`config.mk`:
```
export PLATFORM = sky130hd
export DESIGN_NAME = soc_system_pio_event_fifo
export DESIGN_NICKNAME = d
export VERILOG_FILES = /design/src/rtl/soc_system_pio_event_fifo.sv
export SDC_FILE = /design/constraint.sdc
export NUM_CORES = 2
export LEC_CHECK = 0
export ABC_AREA = 1
export ABC_CLOCK_PERIOD_IN_PS = 3300
export BUFFER_PORTS_ARGS = -buffer_cell sky130_fd_sc_hd__buf_4
export CORE_MARGIN = 2
export CORE_UTILIZATION = 49
export DETAILED_ROUTE_END_ITERATION = 12
export GPL_ROUTABILITY_DRIVEN = 0
export MAX_ROUTING_LAYER = met4
export PLACE_DENSITY_LB_ADDON = 0.08
export SYNTH_ARGS = -nofsm -noshare
export SYNTH_HDL_FRONTEND = slang
export SYNTH_SLANG_ARGS = --single-unit
```
`constraint.sdc`:
```
create_clock -name clk -period 3.3 [get_ports clk]
set_input_delay 0.495 -clock clk [delete_from_list [all_inputs] [get_ports clk]]
set_output_delay 0.495 -clock clk [all_outputs]
set_load 0.02 [all_outputs]
```
`src/rtl/soc_system_pio_event_fifo.sv`:
```
// Avalon-MM input PIO with synchronised edge capture, per-bit edge selection,
// W1C capture bits and a timestamped event FIFO for edge-order reconstruction.
module soc_system_pio_event_fifo #(
  parameter int WIDTH       = 14,
  parameter int SYNC_STAGES = 2,
  parameter int FIFO_DEPTH  = 16,
  parameter int TS_WIDTH    = 32
) (
  input  logic             clk,
  input  logic             reset_n,
  input  logic [2:0]       address,
  input  logic             chipselect,
  input  logic             read_n,
  input  logic             write_n,
  input  logic [31:0]      writedata,
  input  logic [WIDTH-1:0] in_port,
  output logic [31:0]      readdata,
  output logic             irq
);

  localparam int PW = (FIFO_DEPTH > 1) ? $clog2(FIFO_DEPTH) : 1;
  localparam int CW = 9;
  localparam logic [CW-1:0] DEPTH_C = CW'(FIFO_DEPTH);

  logic [WIDTH-1:0]    sync_q [SYNC_STAGES];
  logic [WIDTH-1:0]    prev_q, data_in, edge_detect;
  logic [WIDTH-1:0]    rise_en_q, fall_en_q, irq_mask_q, cap_q, cap_d;
  logic [TS_WIDTH-1:0] ts_q;
  logic [WIDTH-1:0]    mem_data_q [FIFO_DEPTH];
  logic [TS_WIDTH-1:0] mem_ts_q [FIFO_DEPTH];
  logic [PW-1:0]       wr_ptr_q, rd_ptr_q;
  logic [CW-1:0]       count_q, count_d;
  logic                ovf_q, fifo_irq_en_q;
  logic [31:0]         readdata_q, readdata_d;
  logic                wr_sel, push, pop, push_ok, full, empty;
  logic                unused_wdata;

  assign data_in     = sync_q[SYNC_STAGES-1];
  assign edge_detect = (data_in & ~prev_q & rise_en_q) | (~data_in & prev_q & fall_en_q);

  assign wr_sel  = chipselect & ~write_n;
  assign full    = (count_q == DEPTH_C);
  assign empty   = (count_q == '0);
  assign push    = |edge_detect;
  assign pop     = chipselect & ~read_n & (address == 3'd7) & ~empty;
  // A push into a full FIFO is only accepted when a pop frees the head slot.
  assign push_ok = push & (~full | pop);
  assign unused_wdata = ^writedata;

  always_ff @(posedge clk or negedge reset_n) begin
    if (!reset_n) begin
      for (int i = 0; i < SYNC_STAGES; i++) sync_q[i] <= '0;
      prev_q <= '0;
      ts_q   <= '0;
    end else begin
      sync_q[0] <= in_port;
      for (int i = 1; i < SYNC_STAGES; i++) sync_q[i] <= sync_q[i-1];
      prev_q <= data_in;
      ts_q   <= ts_q + TS_WIDTH'(1);
    end
  end

  // Set has priority over a simultaneous write-1-to-clear.
  assign cap_d = (cap_q & ~((wr_sel && address == 3'd3) ? writedata[WIDTH-1:0] : '0))
               | edge_detect;

  always_ff @(posedge clk or negedge reset_n) begin
    if (!reset_n) begin
      rise_en_q     <= '1;
      fall_en_q     <= '0;
      irq_mask_q    <= '0;
      cap_q         <= '0;
      fifo_irq_en_q <= 1'b0;
      ovf_q         <= 1'b0;
    end else begin
      cap_q <= cap_d;
      if (wr_sel) begin
        case (address)
          3'd1: rise_en_q  <= writedata[WIDTH-1:0];
          3'd2: irq_mask_q <= writedata[WIDTH-1:0];
          3'd4: fall_en_q  <= writedata[WIDTH-1:0];
          3'd5: fifo_irq_en_q <= writedata[31];
          default: ;
        endcase
      end
      if (push & full & ~pop)                         ovf_q <= 1'b1;
      else if (wr_sel && address == 3'd5 && writedata[18]) ovf_q <= 1'b0;
    end
  end

  always_comb begin
    count_d = count_q;
    case ({push_ok, pop})
      2'b10:   count_d = count_q + CW'(1);
      2'b01:   count_d = count_q - CW'(1);
      default: count_d = count_q;
    endcase
  end

  always_ff @(posedge clk or negedge reset_n) begin
    if (!reset_n) begin
      for (int i = 0; i < FIFO_DEPTH; i++) begin
        mem_data_q[i] <= '0;
        mem_ts_q[i]   <= '0;
      end
      wr_ptr_q <= '0;
      rd_ptr_q <= '0;
      count_q  <= '0;
    end else begin
      if (push_ok) begin
        mem_data_q[wr_ptr_q] <= data_in;
        mem_ts_q[wr_ptr_q]   <= ts_q;
        wr_ptr_q             <= wr_ptr_q + PW'(1);
      end
      if (pop) rd_ptr_q <= rd_ptr_q + PW'(1);
      count_q <= count_d;
    end
  end

  always_comb begin
    readdata_d = '0;
    case (address)
      3'd0: readdata_d[WIDTH-1:0] = data_in;
      3'd1: readdata_d[WIDTH-1:0] = rise_en_q;
      3'd2: readdata_d[WIDTH-1:0] = irq_mask_q;
      3'd3: readdata_d[WIDTH-1:0] = cap_q;
      3'd4: readdata_d[WIDTH-1:0] = fall_en_q;
      3'd5: begin
        readdata_d[8:0] = count_q;
        readdata_d[16]  = empty;
        readdata_d[17]  = full;
        readdata_d[18]  = ovf_q;
        readdata_d[31]  = fifo_irq_en_q;
      end
      3'd6: readdata_d[WIDTH-1:0]    = mem_data_q[rd_ptr_q];
      default: readdata_d[TS_WIDTH-1:0] = mem_ts_q[rd_ptr_q];
    endcase
  end

  always_ff @(posedge clk or negedge reset_n) begin
    if (!reset_n) readdata_q <= '0;
    else          readdata_q <= readdata_d;
  end

  assign readdata = readdata_q;
  assign irq      = (|(cap_q & irq_mask_q)) | (fifo_irq_en_q & ~empty);

endmodule
```
After elaboration in Yosys (flattened, before gate mapping)
Index checks and enable logic that the tools add are counted.

storage, ports and cells
  bits in registers = 917
  input bits = 54
  output and inout port bits = 33
  word-level logic and storage cells = 130

cells by class
  reductions and logical operators = 16
  bitwise gates (word level) = 28
  mux-type cells = 22
  add/sub/neg operators = 5
  $lt $le $gt $ge = 3
  equal/unequal tests = 10

operator list
  kind                   number
  $bwmux 512             1
  $bwmux 224             1
  $bmux 32 s4            1
  $demux 32 s4           1
  $mux 32                3
  $and 14x14->14         6
  $pmux 9 s7             1
  $bmux 14 s4            1
  $demux 14 s4           1
  $mux 14                4
  $not 14->14            3
  $pmux 5 s7             1
  $add 32x1->32 const B  1
  $or 14x14->14          2
  $reduce_or 14->1       2
  $pmux 9 s2             1
  $eq 3x3->1 const B     4
  $mux 12                1
  $ge 5x5->1 const B     2
  $not 4->5              2
  $add 9x1->9 const B    1
  $eq 9x5->1 const B     1
  $logic_not 9->1        1
  $sub 9x1->9 const B    1
  19 further kinds       41

Logic depth before layout (Yosys ltp)
  depth in word-level cells = 8
  gate-level depth with buffers = 25
  gate-level depth less buffers = 22

Worst setup path before layout
No wires, ideal clock.

  path kind = register -> register
  start point = reg count_q[1]
  end point = reg count_q[6]
  library setup time = 0.117 ns
  setup slack = 0.397 ns
  data required time = 3.183 ns
  buffers on the path = 4
  cell stages (with the launch flop) = 22
  arrival time = 2.785 ns
  period minus slack after synthesis = 2.903 ns
  path through = dfrtp_1 > buf_2 > nor2_1 > nand3_1 > nor3_4 > nand2_4 > buf_6 > buf_2 > nand2_2 > ha_1 > buf_2 > xor2_1 > ha_1 > inv_1 > nand2_1 > nand3_1 > nand2_1 > nand3_1 > nand2_1 > nand2_1 > nand3_1 > nand2_1

between the ends
  longest elaborated chain between the ends = 7
  elaborated cells between the ends (all ways) = 13
  classes of those cells = add/sub (2); eq/ne (3); mux (1); bitwise (5); reduce/logical (2)

ends and longest elaborated chain
  item                                                    line  RTL
  from (decl)                                             32    logic [CW-1:0] count_q, count_d;
  from (signal assigned)                                  116   count_q <= count_d;
  $logic_not 9->1                                         43    assign empty = (count_q == '0);
  $not 1->1                                               45    assign pop = chipselect & ~read_n & (address == 3'd7) & ~empty;
  $and 1x1->1                                             45
  $or 1x1->1                                              47    assign push_ok = push & (~full | pop);
  $and 1x1->1                                             47
  $eq 2x1->1 / $eq 2x2->1 (equally long branches)         93    case ({push_ok, pop})
  $pmux 9 s2 / $reduce_bool 2->1 (equally long branches)  n/a

Parallel ways exist; a longest one is shown, timed or not.
A chain may end at the register's enable or synchronous reset.

Final worst setup path
  start point = reg sync_q, in the netlist data_in[7]
  end point = reg count_q[6]

between the ends
  longest elaborated chain between the ends = 8
  elaborated cells between the ends (all ways) = 12
  classes of those cells = eq/ne (2); mux (1); bitwise (7); reduce/logical (2)

ends and longest elaborated chain
  item                                                    line  RTL
  from (decl)                                             25    logic [WIDTH-1:0] sync_q [SYNC_STAGES];
  $not 14->14                                             39    assign edge_detect = (data_in & ~prev_q & rise_en_q) | (~data_in & prev_q & fall_en_q);
  $and 14x14->14 (2 in a row)                             39
  $or 14x14->14 *                                         39
  $reduce_or 14->1 *                                      44    assign push = |edge_detect;
  $and 1x1->1 *                                           47
  $eq 2x1->1 / $eq 2x2->1 (equally long branches)         93
  $pmux 9 s2 / $reduce_bool 2->1 (equally long branches)  n/a

Mark *: on every way between the ends. The rest lies on a longest branch, timed or not.

==> flow_summary.toml <==
[min_path]
whs_endpoint = "fifo_irq_en_q"
min_path_type = "in -> reg"
hp-start = "writedata[31]"
hold_path_depth = 3

[global_routing]
grt_max_degree = 196
grt_usage_pct = 35.02
grt_pass1_vias = 40690
grt-ovfl-total = 0
grt_pass1_wl_mm = 256.7
antenna_found_initial = 1

[cells_and_area]
final_cell_count_no_fill = 7221
drive_above_1_share_pct = 8.748
antennaDiodeCount = 0
final_cell_mix = "nand2_1, dfrtp_1, nand4_1, nand3_1, nor2_1"
area_growth_pct = 10.95
utilization_pct = 55.05
nets = 5950
final_common_cell = "nand2_1"

[floorplanning]
num_io_pins = 87
die_width_um = 311.9
die_area_sq_um = 97270
die_h_um = 311.9
core_sq_um = 93610
row_count = 112
initial_core_util_pct = 49.62

[clock_tree]
cts_tree = "built"
root_buffer = "clkbuf_16"
numCtsBuffers = 101
clock-sinks = 917
htreeDepth = 3
cts_buffer_depth = 3
clk-insertion-delay-late_ns = 0.70
clk_pin_slew_ns = 0.06

[synth]
synth_seq_cells = 917
async_flop_share_pct = 100.0
syn_area_sq_um = 46450
synth_ff_type = "dfrtp_1"
synth-edff-count = 0
syn-num-nets = 6135
yosys_warnings = 0
synthCells = 6071
ys_types = 43
yosysSeqAreaShare_pct = 49.44
syn_area_per_cell_sq_um = 7.651

[routing]
drt-initial-drc-count = 5118
routed-via-count = 42500
wl_mm = 165.8
avgRoutedWirePerCell_um = 22.95
postRouteAntennaNets = 0
drtPass1Iterations = 5
vias_per_cell = 5.886
drcViolationCount = 0

[pwr]
power.density_nw_per_um2 = 835.9
leakagePower_nw = 26.44
p_int_mw = 24.89
seq_power_share_pct = 34.2
clockPowerShare_pct = 27.3
switchingPower_mw = 18.19
power_switching_share_pct = 42.22
ir_drop_v = 0.0007168
p_comb_share_pct = 38.4

[worst_setup_path]
cp_max_fo = 7
crit_required_ns = 3.87
r2r_cells = 19
worstSetupStartpointType = "flop"
r2r_setup_slack_ns = 0.33
critPathKind = "reg -> reg"
rr_startpoint = "data_in[7]"
worstReg2RegEnd = "count_q[6]"
cp.arrival_ns = 3.54
cp-end-kind = "flop"

[timing]
fmax_mhz = 337.0
finalSetupViolations = 0
relSlewSlack_pct = 21.04
period_share_pct = 89.93
hold_viol = 0
skew_ns = 0.02755
drv_slew = 0
final.setup.tns_ns = 0
period_needed_ns = 2.968
rsz0062_at_grt = "false"
max_slew.worst_pin.slew_ns = 1.184

[status]
outcome = "complete, no violations"

[place]
dp_cells = 7022
io_buffers = 70
dp_hpwl_mm = 88.50

[run]
maxCapViolations = 0
-- worst max path at each step --
stage | startpoint | to | slack [ns]
global route | data_in[7] | count_q[8] | 0.08
floorplan | count_q[1] | count_q[6] | 0.40
CTS | data_in[7] | count_q[6] | 0.34
finish | data_in[7] | count_q[6] | 0.33
detailed placement | address[2] | mem_data_q[26] | 0.36
global placement | data_in[7] | count_q[8] | 0.36
-- layer usage --
layer / global-route usage [%] / wire length, um / up-vias
li1: - / - / 19650
met4: 12.00 / 6219 / 0
met5: - / 0 / -
met1: 48.01 / 71170 / 20730
met3: 4.486 / 12410 / 354
met2: 53.84 / 75960 / 1775
-- sequential cells by signal, summed over array words and instances, names as in the netlist, 9 cells and up --
name,count
data_in,14
fall_en_q,14
sync_q,14
count_q,9
cap_q,14
readdata,32
prev_q,14
rise_en_q,14
irq_mask_q,14
mem_data_q,224
ts_q,32
mem_ts_q,512
-- synthesized netlist by cell type (2+ instances only) --
cell	n	area share, %
buf_4	87	1.4
nand2_2	13	0.18
xnor2_1	16	0.30
nand3_4	16	0.60
nor3_1	21	0.23
nand4_1	746	10
dfstp_2	14	0.79
buf_6	7	0.17
o21ai_0	199	2.1
nor2_1	291	2.4
buf_2	113	1.2
o221ai_1	2	0.038
a221oi_1	2	0.038
clkinv_1	2	0.016
nor4_1	2	0.027
clkbuf_1	314	2.5
a21oi_1	23	0.25
nand2_1	2502	20
inv_2	12	0.097
inv_1	196	1.6
o22ai_1	7	0.094
xor2_1	26	0.49
nand3_1	411	4.4
o21ai_1	3	0.032
nand3b_1	6	0.097
dfrtp_1	903	49
nor3b_1	2	0.032
buf_1	52	0.42
ha_1	10	0.27
o211ai_1	45	0.73
nor2_4	3	0.073
a31oi_1	13	0.18
nor2_2	2	0.027
-- critical path, cell delays in order (launching register included) --
cell and delay (ns):
dfrtp_1 0.42, nand3b_1 0.13, nand2_1 0.08, nor2_1 0.15, nand2_1 0.11, nor2_4 0.17, nand2_8 0.10, nand2_2 0.20
ha_1 0.40, xor2_1 0.24, ha_1 0.17, inv_1 0.03, nand2_1 0.09, nand3_1 0.09, nand2_1 0.14, nand3_1 0.10
nand2_1 0.07, nand2_1 0.04, nand3_1 0.06, nand2_1 0.05
-- through the flow --
stage          area [sq um]  power, mW  hold slack (ns)  setup WS (ns)
2_1_floorplan         46450      25.04           0.1994         0.3974
3_3_place_gp          47970      31.01           0.3345         0.3621
3_5_place_dp          47970      31.18           0.3364         0.3559
4_1_cts               51530      42.96          0.02727         0.3358
5_1_grt               51530      45.44          0.05455        0.07531
6_report              51530      43.08          0.05753         0.3323
-- what timing repair did --
item                                    CTS  global route
gates resized for setup                   0             0
endpoints found under the hold margin    45             0
buffers inserted                          0             0
hold buffers                             15             0
endpoints found under the setup margin    0             0
-- power by group through the flow --
| stage | clock network (mW) | registers [mW] | logic, mW |
|---|---|---|---|
| after detailed placement | 0 | 14.9 | 16.3 |
| final | 11.8 | 14.8 | 16.6 |
| after CTS | 11.9 | 14.7 | 16.3 |
| after floorplan | 0 | 14.5 | 10.5 |
| after global routing | 12.3 | 15.0 | 18.1 |
| after global placement | 0 | 14.9 | 16.2 |
-- kinds of logic after synthesis --
logic type / share of synthesized area, %
AOI/OAI and AO/OA: 3.583
adders and majority gates: 0.2694
DFF: 49.44
xor gates and xnor gates: 0.7920
buffers and inverters: 7.481
and+or+nand+nor: 38.43
-- final cells by class --
type | instances | area (sq um)
Sequential cell | 917 | 22980
Clock buffer | 144 | 2919
Inverter | 210 | 803.3
Fill cell | 8948 | 42080
Multi-Input combinational cell | 4370 | 20140
Clock inverter | 40 | 496.7
Tap cell | 1254 | 1569
Timing Repair Buffer | 286 | 2630
No activity file was read; power rests on OpenSTA's default activity.
